===== src/rtl/tff_arb_pkg.sv =====
// Shared constants, controller state encoding and index-width helper for tff_bank_arbiter.
package tff_arb_pkg;

    localparam int unsigned TFF_NREQ   = 4;
    localparam int unsigned TFF_WIDTH  = 8;
    localparam int unsigned TFF_MASK_W = TFF_WIDTH;
    localparam int unsigned TFF_CNT_W  = 16;

    // Priority-ordered controller state, derived from inputs each cycle
    typedef enum logic [1:0] {
        CTRL_IDLE  = 2'd0,
        CTRL_GRANT = 2'd1,
        CTRL_LOAD  = 2'd2,
        CTRL_RESET = 2'd3
    } ctrl_e;

    // ceil(log2(n)), with a floor of 1 so a 1-bit index is always available
    function automatic int unsigned tff_idw(input int unsigned n);
        int unsigned w;
        w = 0;
        for (int unsigned i = 0; i < 31; i++) begin
            if ((32'd1 << i) < n) begin
                w = i + 1;
            end
        end
        return (w == 0) ? 1 : w;
    endfunction

endpackage


===== src/rtl/rr_arbiter.sv =====
// Round-robin one-hot arbiter: searches upward from ptr, wrapping at NREQ-1.
module rr_arbiter
    import tff_arb_pkg::*;
#(
    parameter int unsigned NREQ = TFF_NREQ,
    parameter int unsigned IDW  = tff_idw(TFF_NREQ)
) (
    input  logic [NREQ-1:0] req,
    input  logic [IDW-1:0]  ptr,
    input  logic            en_arb,
    output logic [NREQ-1:0] gnt,
    output logic [IDW-1:0]  win_id,
    output logic            valid
);

    logic [IDW-1:0] idx;

    // First requester at or after ptr wins; later hits are ignored so gnt stays one-hot
    always_comb begin
        gnt    = '0;
        win_id = '0;
        valid  = 1'b0;
        idx    = '0;
        for (int k = 0; k < int'(NREQ); k++) begin
            idx = IDW'((int'(ptr) + k) % int'(NREQ));
            if (en_arb && !valid && req[idx]) begin
                valid    = 1'b1;
                gnt[idx] = 1'b1;
                win_id   = idx;
            end
        end
    end

endmodule


===== src/rtl/tff_bank_arbiter.sv =====
// Round-robin shared T flip-flop bank with configuration load path.
// Optional saturating grant counter enabled by TFF_ARB_GRANT_CNT_EN.
module tff_bank_arbiter
    import tff_arb_pkg::*;
#(
    parameter int unsigned NREQ  = TFF_NREQ,
    parameter int unsigned WIDTH = TFF_MASK_W,
    parameter int unsigned IDW   = tff_idw(NREQ)
) (
    input  logic                  clk,
    input  logic                  rst,
    input  logic                  en,
    input  logic [NREQ-1:0]       req,
    input  logic [NREQ*WIDTH-1:0] mask,
    input  logic                  load,
    input  logic [WIDTH-1:0]      load_val,
    output logic [NREQ-1:0]       gnt,
    output logic [WIDTH-1:0]      q,
    output logic [IDW-1:0]        last_id,
    output logic                  busy
`ifdef TFF_ARB_GRANT_CNT_EN
    ,
    output logic [TFF_CNT_W-1:0]  gnt_cnt
`endif
);

    logic [WIDTH-1:0] q_q, q_d;
    logic [IDW-1:0]   ptr_q, ptr_d;
    logic [IDW-1:0]   last_id_q, last_id_d;
    logic [WIDTH-1:0] mask_arr [NREQ];
    logic [IDW-1:0]   win_id;
    logic             win_vld;
    logic             en_arb;
    ctrl_e            ctrl_c;

    always_comb begin
        for (int i = 0; i < int'(NREQ); i++) begin
            mask_arr[i] = mask[i*int'(WIDTH) +: WIDTH];
        end
    end

    // Reset also blocks grants so an in-flight request is dropped rather than deferred
    assign en_arb = en & ~load & ~rst;
    assign busy   = en & ~load & (|req);

    rr_arbiter #(
        .NREQ (NREQ),
        .IDW  (IDW)
    ) u_rr (
        .req    (req),
        .ptr    (ptr_q),
        .en_arb (en_arb),
        .gnt    (gnt),
        .win_id (win_id),
        .valid  (win_vld)
    );

    always_comb begin
        ctrl_c = CTRL_IDLE;
        if (rst) begin
            ctrl_c = CTRL_RESET;
        end else if (load) begin
            ctrl_c = CTRL_LOAD;
        end else if (en && (|req)) begin
            ctrl_c = CTRL_GRANT;
        end
    end

    always_comb begin
        q_d       = q_q;
        ptr_d     = ptr_q;
        last_id_d = last_id_q;
        case (ctrl_c)
            CTRL_LOAD: q_d = load_val;
            CTRL_GRANT: begin
                if (win_vld) begin
                    q_d       = q_q ^ mask_arr[win_id];
                    last_id_d = win_id;
                    ptr_d     = (win_id == IDW'(NREQ - 1)) ? '0 : win_id + IDW'(1);
                end
            end
            default: ;
        endcase
    end

    always_ff @(posedge clk) begin
        if (rst) begin
            q_q       <= '0;
            ptr_q     <= '0;
            last_id_q <= '0;
        end else begin
            q_q       <= q_d;
            ptr_q     <= ptr_d;
            last_id_q <= last_id_d;
        end
    end

    assign q       = q_q;
    assign last_id = last_id_q;

`ifdef TFF_ARB_GRANT_CNT_EN
    logic [TFF_CNT_W-1:0] cnt_q;

    // Saturates at all-ones; a load clears it
    always_ff @(posedge clk) begin
        if (rst || load) begin
            cnt_q <= '0;
        end else if (win_vld && (cnt_q != {TFF_CNT_W{1'b1}})) begin
            cnt_q <= cnt_q + TFF_CNT_W'(1);
        end
    end

    assign gnt_cnt = cnt_q;
`endif

endmodule


===== config.mk =====
export PLATFORM = sky130hd
export DESIGN_NAME = tff_bank_arbiter
export DESIGN_NICKNAME = d
export VERILOG_FILES = /design/src/rtl/tff_arb_pkg.sv /design/src/rtl/rr_arbiter.sv /design/src/rtl/tff_bank_arbiter.sv
export SDC_FILE = /design/constraint.sdc
export NUM_CORES = 1
export LEC_CHECK = 0
export CAP_MARGIN = 20
export CORE_MARGIN = 2
export CORE_UTILIZATION = 40
export CTS_CLUSTER_DIAMETER = 50
export DETAILED_ROUTE_END_ITERATION = 10
export PLACE_DENSITY = 0.78
export REMOVE_ABC_BUFFERS = 1
export SYNTH_ARGS = -nofsm -noshare
export SYNTH_HDL_FRONTEND = slang
export SYNTH_SLANG_ARGS = --single-unit

===== constraint.sdc =====
create_clock -name clk -period 3.8 [get_ports clk]
set_clock_uncertainty 0.2 [all_clocks]
set_input_delay 1.14 -clock clk [delete_from_list [all_inputs] [get_ports clk]]
set_output_delay 1.14 -clock clk [all_outputs]
set_load 0.1 [all_outputs]

* Word-level counts from Yosys, hierarchy flattened
Index checks and enable logic that the tools add are counted.
Word-level totals: bits in registers 12, output and inout bits 15, logic and storage cells 86
Cells by class: add/sub/neg operators 4, order comparisons 9, equality and inequality tests 4, muxes and demuxes 37, bitwise gates (word level) 10, reduce and logical (&&, ||, !) cells 19
Operator list (number):
- 2-to-1 mux 8 bit | 3
- binary-select mux 8 bit (select 2 bit) | 1
- 2-to-1 mux 4 bit | 4
- one-hot mux 8 bit (2 select lines) | 1
- 2-to-1 mux 2 bit | 7
- 2-to-1 mux 1 bit | 13
- logical AND 1 bit | 12
- less-than comparator 2 x 3 -> 1 bit (second input constant) | 4
- OR 4 bit | 3
- binary-select mux 1 bit (select 2 bit) | 4
- demux 1 bit (select 2 bit) | 4
- >= comparator 2 x 1 -> 1 bit (second input constant) | 4
- bitwise XOR 8 bit | 1
- adder 2 x 1 -> 2 bit (second input constant) | 2
- adder 2 bit (second input constant) | 2
- equality test 2 bit (second input constant) | 2
- AND reduction 2 bit | 2
- OR reduction 4 bit | 1
- bitwise AND 1 bit | 3
- >= comparator 3 bit (second input constant) | 1
- zero test 1 bit | 3
- inverter 2 -> 3 bit | 1
- equality test 2 x 1 -> 1 bit (second input constant) | 1
- != test 2 x 1 -> 1 bit (second input constant) | 1
- other kinds (2) | 3

* Longest topological paths before layout
Gate-level depths: netlist (run 1).
word-level depth 24, mapped depth 12, gate-level depth less buffers 9

* By module
A second synthesis (run 1) with hierarchy kept.
Second synthesis, totals: cells, all modules 154, area, all modules 1408.9 µm²
By module, submodules not included:
- tff_bank_arbiter | times used 1, cells each 88, area each 859.6 µm², sequential area each 240.2 µm²
- rr_arbiter | times used 1, cells each 66, area each 549.3 µm², sequential area each 0.0 µm²

* Least setup slack after synthesis (run 1)
OpenSTA, ideal clock, no wires.
path kind input -> output, start point input req[3], end point output gnt[0], arrival 2.861 ns, setup slack -0.401 ns, stages 7, path buffers 1, path through buf_2 -> or3_1 -> o21ai_0 -> a21oi_1 -> nor3_1 -> a222oi_1 -> nand2_1
On the way: longest elaborated chain between the ends 16, elaborated cells on any way between the ends 28, classes of those cells mux (15); bitwise (3); reduce/logical (10)
Ends and longest elaborated chain:
- start: declaration | line tff_bank_arbiter.sv:13 | input logic [NREQ-1:0] req,
- binary-select mux 1 bit (select 2 bit) | line rr_arbiter.sv:26 | if (en_arb && !valid && req[idx]) begin
- 2-to-1 mux 1 bit (implied by the code) | line rr_arbiter.sv:26
- logical AND 1 bit | line rr_arbiter.sv:26
- 2-to-1 mux 1 bit | line rr_arbiter.sv:26
- zero test 1 bit | line rr_arbiter.sv:26
- logical AND 1 bit (2 in series) | line rr_arbiter.sv:26
- 2-to-1 mux 1 bit | line rr_arbiter.sv:26
- zero test 1 bit | line rr_arbiter.sv:26
- logical AND 1 bit (2 in series) | line rr_arbiter.sv:26
- 2-to-1 mux 1 bit | line rr_arbiter.sv:26
- zero test 1 bit | line rr_arbiter.sv:26
- logical AND 1 bit (2 in series) | line rr_arbiter.sv:26
- 2-to-1 mux 4 bit * | line rr_arbiter.sv:26
- end: declaration | line tff_bank_arbiter.sv:17 | output logic [NREQ-1:0] gnt,
Mark *: on every way between the ends. The rest lies on a longest branch, timed or not. The select of a mux whose other input is x is not followed.

* Worst setup path after layout (run 1)
start point input req[3], end point output gnt[3]
Same word-level chain as after synthesis.

==> run metrics, run 1 <==
Yosys warnings 0; CTS Sinks 12; CP peak stage delay 520 ps; worst-case clock buffer depth 2; total grt overflow 0; CP endpoint kind output pin; Placed Instances 288; data required time of the critical path 2460 ps; status complete, but fails checks; Slew Limit Fails 0; ant diodes 0; post-cts hold buffer count 0; crit path cell chain buf_8, mux4_2, and2_4, a222oi_1, nand2_1, buf_12; fin crit period 3910 ps; Non-Filler Instances 296; leakage 0.000869 uW; total CTS buffers 3; register area share after synthesis 17.6%; total track usage 22.0%; sequential cell area 240 sq um; layout cells sized above 1 26.8%; setup ws final -111 ps; Peak VDD IR 0.173 mV; worst setup path startpoint req[3]; DRT iter0 DRCs 177; Multi-input gate area 1030 sq um; # IOs 63; top routing layer in use met4; Netlist cell types 40; Routed wire per std cell 14.0 um; post-synthesis cell count 167; EDFF count, synth 0; first-pass GRT wire length 7.20 mm; f_max 256 MHz; Site Rows 21; Least-Margin Pin Slew 702 ps; Final setup viols 4; Die Y 62.5 um; ys async rst share 0%; DRC Markers 0; CP bufs+invs 2; Slew HR 53.1%; critical path type input port to output pin; initial core utilization 41.3%; WL met2 2.09 mm; synthesized area 1370 sq um; vias in the first global route 1,612; Die Span X 62.5 um; Fillers 301; H-tree Lvls 1; HP Class flop to flop; Core Region 3310 sq um; CP max-delay cell mux4_2; Final Hold Vio Count 0; hpwl dp 3.14 mm; post-DR vias/cell 5.52; critical path launch point type input port; CP top delay family multiplexers; RSZ-0062 raised after global routing true; worst flop-to-flop path startpoint ptr_q[1]; Yosys reg bits 12; DR vias 1,635; Pre-antenna DRT Iters 6; Hold WS 257 ps; initial antenna violation count 0; Antenna Nets Post-Route 0; TritonCTS clock tree yes; Post-Route WL 4.14 mm; Power per Cell Area 244 nW/um^2; Root Buffer clkbuf_4; total die area 3900 sq um; Critical Path AT 2570 ps; M1 wire length 1.81 mm; nets@finish 303; area delta synth->final 68.0%; setup TNS -346 ps; Final Core Density 69.4%; Tot Pwr 561 uW; failing checks negative setup slack; Max Fanout on Critical Path 7; Worst Min Path Start last_id[0]; clock slew at reported path FFs 70 ps; Port Buffers 62; Avg Inst Size Synth 8.19 sq um; Main synth FF type dfxtp_1; largest net degree at the start of global routing 19; Final Cycle Share 103%; Met3 Wirelength 201 um; clk_lat worst skew 280 ps; maxcap violations 0; GPL Wtd Cong 0.888
## layout by cell type (no fill, tap or decap), types with 6 or more instances in the layout
master           Yosys  final
nand2_1             18     18
mux2i_1             21     21
clkdlybuf4s50_1      0     40
buf_4                2     38
inv_1               13     13
or3_1                9      9
o211ai_1             8      8
buf_12               0      6
nor3_1              10      9
a2bb2oi_1            8      8
o221ai_1             8      8
dfxtp_1             12     12
## cell type report
class | instances | area share [%]
Sequential cell | 12 | 10.5
Multi-Input combinational cell | 130 | 45.0
Clock buffer | 4 | 1.58
Tap cell | 46 | 2.51
Timing Repair Buffer | 91 | 38.3
Inverter | 13 | 2.12
## sequential cells by signal (all words and copies together) (netlist names)
name,count
q,8
last_id,2
ptr_q,2
## worst paths after layout
kind | to | slack, ps | cells past startpoint
worst min-delay path | last_id[0] | 260 | 2
worst min register to register | last_id[0] | 260 | 2
worst max register to register | q[4] | 570 | 12
worst max-delay path | gnt[3] | -110 | 6
## kinds of logic after synthesis
group | synth area share [%]
simple gates | 22.6
compound gates | 28.5
buf+inv | 10.6
mux | 17.0
flops | 17.6
fa+ha+maj | 3.66
## power by group
group | switching (uW) | internal [uW]
clock network | 44.7 | 58.2
logic | 177 | 133
registers | 10.6 | 137
total | 232 | 329
## synthesized netlist by cell type, drive strengths merged, types with 3 or more instances
cell / count / area [sq um]
mux2i: 21 / 210
nand2: 18 / 67.6
inv: 13 / 48.8
dfxtp: 12 / 240
buf: 10 / 88.8
nor3: 10 / 50.1
o221ai: 9 / 85.1
or3: 9 / 56.3
a2bb2oi: 8 / 70.1
o211ai: 8 / 60.1
a21oi: 7 / 42.5
a222oi: 4 / 40.0
ha: 4 / 50.1
nor2: 4 / 15.0
nor3b: 4 / 45.1
nand2b: 3 / 18.8
nor2b: 3 / 18.8
o21ai: 3 / 15.0
## routing by layer
metal,track usage [%],vias to the layer above
li1,-,798
met1,27.9,773
met2,38.6,60
met3,2.88,4
met4,6.39,0
met5,0,-
## timing repair
item	4_1_cts	5_1_grt
cloned	0	0
pin swaps	12	2
gates resized for setup	36	0
endpoints found under the setup margin	5	5
setup buffers	4	0
## worst min-delay path: cells and delay by family, from the launching register on
| family | cells | cell delay, ps |
|---|---|---|
| compound gates | 1 | 50 |
| flops | 1 | 310 |
| simple gates | 1 | 50 |
## through the flow
| stage | setup WS [ps] | area [sq um] |
|---|---|---|
| floorplan | -434 | 1270 |
| global placement | -629 | 2170 |
| detailed placement | -691 | 2170 |
| CTS | -120 | 2300 |
| global route | -184 | 2300 |
| finish | -111 | 2300 |
Note: power is estimated with default switching activity, not from simulation.
==> run 2: changes to the inputs <==
GPL_ROUTABILITY_DRIVEN = 0   (was unset)
==> run metrics, run 2 (same netlist as run 1, synthesis figures left out) <==
HP Class flop to flop; Die Span X 62.5 um; # IOs 63; area delta synth->final 64.9%; first-pass GRT wire length 6.93 mm; total die area 3900 sq um; layout cells sized above 1 26.0%; Post-Route WL 3.87 mm; CP endpoint kind output pin; Antenna Nets Post-Route 0; Place WS -697 ps; Slew HR 59.5%; DRT iter0 DRCs 98; total track usage 21.3%; DRC Markers 0; Final setup viols 4; post-cts hold buffer count 0; most common cell after layout, fill and taps aside clkdlybuf4s50_1; Non-Filler Instances 292; nets@finish 300; fin crit period 3900 ps; vias in the first global route 1,568; sequential share of power 27.9%; GR Util met3 3.78%; clk_lat worst skew 270 ps; post-DR vias/cell 5.44; total grt overflow 0; met1 usage 25.1%; TritonCTS clock tree yes; met2 Use GR 37.9%; Max Fanout on Critical Path 6; maxcap violations 0; setup ws final -103 ps; f_max 256 MHz; clock slew at reported path FFs 70 ps; total CTS buffers 3; Least-Margin Pin Slew 606 ps; most frequent cells in the layout 40 x clkdlybuf4s50_1, 34 x buf_4, 20 x mux2i_1; internal power 305 uW; Pre-antenna DRT Iters 4; clock share of power 14.6%; Site Rows 21; setup TNS -332 ps; Placed Instances 287; Tot Pwr 530 uW; Psw 225 uW; Power per Cell Area 235 nW/um^2; initial antenna violation count 0; gr busiest metal met2; Core Region 3310 sq um; ant diodes 0; Multi-input gate area 1020 sq um; Peak VDD IR 0.148 mV; Routed wire per std cell 13.3 um; reg-to-reg slack, setup 720 ps; Logic pwr share 57.5%; initial core utilization 41.3%; Slew Limit Fails 0; hpwl dp 3.04 mm; status complete, but fails checks; Finished Cell Area 2250 sq um; CTS Sinks 12; Root Buffer clkbuf_4; data required time of the critical path 2460 ps; max reg flops 8; DR vias 1,589; critical path launch point type input port; sequential cell area 240 sq um; Final Cycle Share 103%; largest net degree at the start of global routing 19; Final Hold Vio Count 0; RSZ-0062 raised after global routing true; sw frac 42.4%; Fillers 304; Critical Path AT 2560 ps; H-tree Lvls 1; worst-case clock buffer depth 2; leakage 0.000858 uW; critical path type input port to output pin; Port Buffers 62; Die Y 62.5 um; failing checks negative setup slack; placed cell area 2170 sq um
-- run 2: cell types whose count changed in the layout (fill, tap and decap cells not counted), sizes merged --
cell,change
clkbuf,-1
buf,-3
-- run 2: final timing paths --
kind	from	cells after the start	endpoint
setup / recovery	req[3]	6	gnt[1]
hold / removal	last_id[0]	2	last_id[0]
setup reg to reg	ptr_q[1]	11	q[3]
hold reg to reg	last_id[0]	2	last_id[0]
-- run 2: timing repair --
| item | in CTS | in global routing |
|---|---|---|
| resized for setup | 37 | 3 |
| buffers inserted | 2 | 0 |
| setup endpoints to repair | 5 | 4 |
| pin swaps | 11 | 1 |
-- run 2: routing by layer --
metal	vias up	routed length (um)
met1	728	1630
met3	9	275
met2	60	1880
li1	792	-
met4	0	85
met5	-	0
-- run 2: layout make-up --
type                    instances  area share [%]
repair buffers                 88            38.2
flip-flops and latches         12            10.7
well taps                      46            2.55
inverters                      13            2.16
multi-input cells             130            45.4
clock buffers                   3           0.999
-- run 2: power by group through the flow --
stage	Clock, uW	Combinational (uW)	Sequential, uW
floorplan	0	98.8	224
global placement	0	290	150
detailed placement	0	293	151
CTS	81.6	301	148
global route	84.0	324	149
finish	77.2	305	148
-- run 2: worst max-delay path: stages --
cell and delay, ps:
buf_8 100, mux4_2 530, and2_4 180, a222oi_1 270, nand2_1 140, buf_12 180
-- run 2: per-stage QoR --
step	hold slack (ps)	utilization, %
after floorplan	556	-
after global routing	293	68.1
after global placement	251	65.5
after detailed placement	257	65.5
final	265	68.1
after CTS	267	67.7
==> run 3: changes to the inputs <==
CORE_UTILIZATION = 35   (was 40)
PLACE_DENSITY = 0.7   (was 0.78)
==> run metrics, run 3 (same netlist as run 1, synthesis figures left out) <==
Final Core Density 63.3%; Slew Limit Fails 0; critical path type input port to output pin; layout cells sized above 1 28.3%; largest net degree at the start of global routing 19; fin crit period 3900 ps; data required time of the critical path 2460 ps; critical path launch point type input port; status complete, but fails checks; ant diodes 0; Finished Cell Area 2350 sq um; clk_lat worst skew 240 ps; placed cell area 2180 sq um; Post-Route WL 4.04 mm; Peak VDD IR 0.182 mV; Fillers 330; CP max-delay cell mux4_2; RSZ-0062 raised after global routing true; H-tree Lvls 1; DR vias 1,586; nets@finish 304; post-cts hold buffer count 0; Least-Margin Pin Slew 651 ps; Place WS -668 ps; f_max 256 MHz; TritonCTS clock tree yes; Hold WS 259 ps; cell depth of the worst hold path 2; Site Rows 22; most common cell after layout, fill and taps aside clkdlybuf4s50_1; number of cells on the critical path 6; Final Cycle Share 103%; Final Hold Vio Count 0; initial core utilization 36.8%; Max Fanout on Critical Path 5; DRC Markers 0; HP Class flop to flop; clock slew at reported path FFs 50 ps; Root Buffer clkbuf_8; leakage 0.000904 uW; DRT iter0 DRCs 103; hpwl dp 3.05 mm; CP endpoint kind output pin; total grt overflow 0; Critical Path AT 2560 ps; vias in the first global route 1,492; Routed wire per std cell 13.5 um; post-DR vias/cell 5.30; Pre-antenna DRT Iters 4; CTS Sinks 12; total CTS buffers 3; initial antenna violation count 0; Port Buffers 62; Die Span X 66.5 um; maxcap violations 0; Power per Cell Area 256 nW/um^2; # IOs 63; crit path cell chain buf_8, mux4_2, and2_4, a222oi_1, nand2_1, buf_12; CP bufs+invs 2; failing checks negative setup slack; Slew HR 56.5%; reg2reg path depth 11; CP top delay family multiplexers; total track usage 20.1%; Core Region 3720 sq um; first-pass GRT wire length 6.89 mm; setup ws final -102 ps; Antenna Nets Post-Route 0; CP peak stage delay 510 ps; worst-case clock buffer depth 2; total die area 4420 sq um; max reg flops 8; most frequent cells in the layout 40 x clkdlybuf4s50_1, 39 x buf_4, 21 x mux2i_1; Final setup viols 4; area delta synth->final 71.9%; Die Y 66.5 um
==> run 3: layer usage <==
layer  wire length [um]  vias to the layer above  GRT usage, %
met2               1980                       60          33.8
met3                294                        2          5.57
met1               1750                      715          24.9
li1                   -                      809             -
met5                  0                        -             0
met4                 19                        0          6.12
==> run 3: layout make-up <==
class | instances | area (sq um) | area share (%)
clock buffer | 4 | 55.1 | 2.34
inverter | 13 | 48.8 | 2.08
multi-input combinational | 130 | 1060 | 45.0
sequential | 12 | 240 | 10.2
tap | 48 | 60.1 | 2.55
timing repair buffer | 92 | 888 | 37.8
==> run 3: worst reg2reg max path, stage by stage, from the launching register on <==
cell and delay (ps):
dfxtp_1 330, inv_1 60, ha_1 460, mux2i_1 150, mux2i_1 370, nor3b_4 340
buf_4 170, buf_4 100, a21oi_2 70, nand2_1 280, o221ai_1 180, o211ai_1 200
==> run 3: worst paths after layout <==
| check | startpoint | to | slack, ps |
|---|---|---|---|
| worst max-delay path | req[3] | gnt[1] | -100 |
| worst min-delay path | last_id[0] | last_id[0] | 260 |
| worst max register to register | ptr_q[0] | q[6] | 830 |
| worst min register to register | last_id[0] | last_id[0] | 260 |
==> run 3: per-stage QoR <==
| step | setup TNS [ps] | power (uW) | instances |
|---|---|---|---|
| after floorplan | -2460 | 323 | 155 |
| after detailed placement | -3050 | 444 | 290 |
| after global routing | -670 | 640 | 299 |
| final | -392 | 601 | 299 |
| after global placement | -2670 | 442 | 290 |
| after CTS | -412 | 597 | 297 |
==> run 3: repair_timing <==
| action | in CTS | in global routing |
|---|---|---|
| setup endpoints to repair | 5 | 4 |
| pin swaps | 12 | 7 |
| buffers inserted | 3 | 2 |
| resized for setup | 35 | 6 |
==> run 3: report_power, final <==
group / switching [uW] / internal, uW / total, uW
clock: 50.3 / 91.7 / 142
sequential: 10.7 / 138 / 148
combinational: 177 / 134 / 311
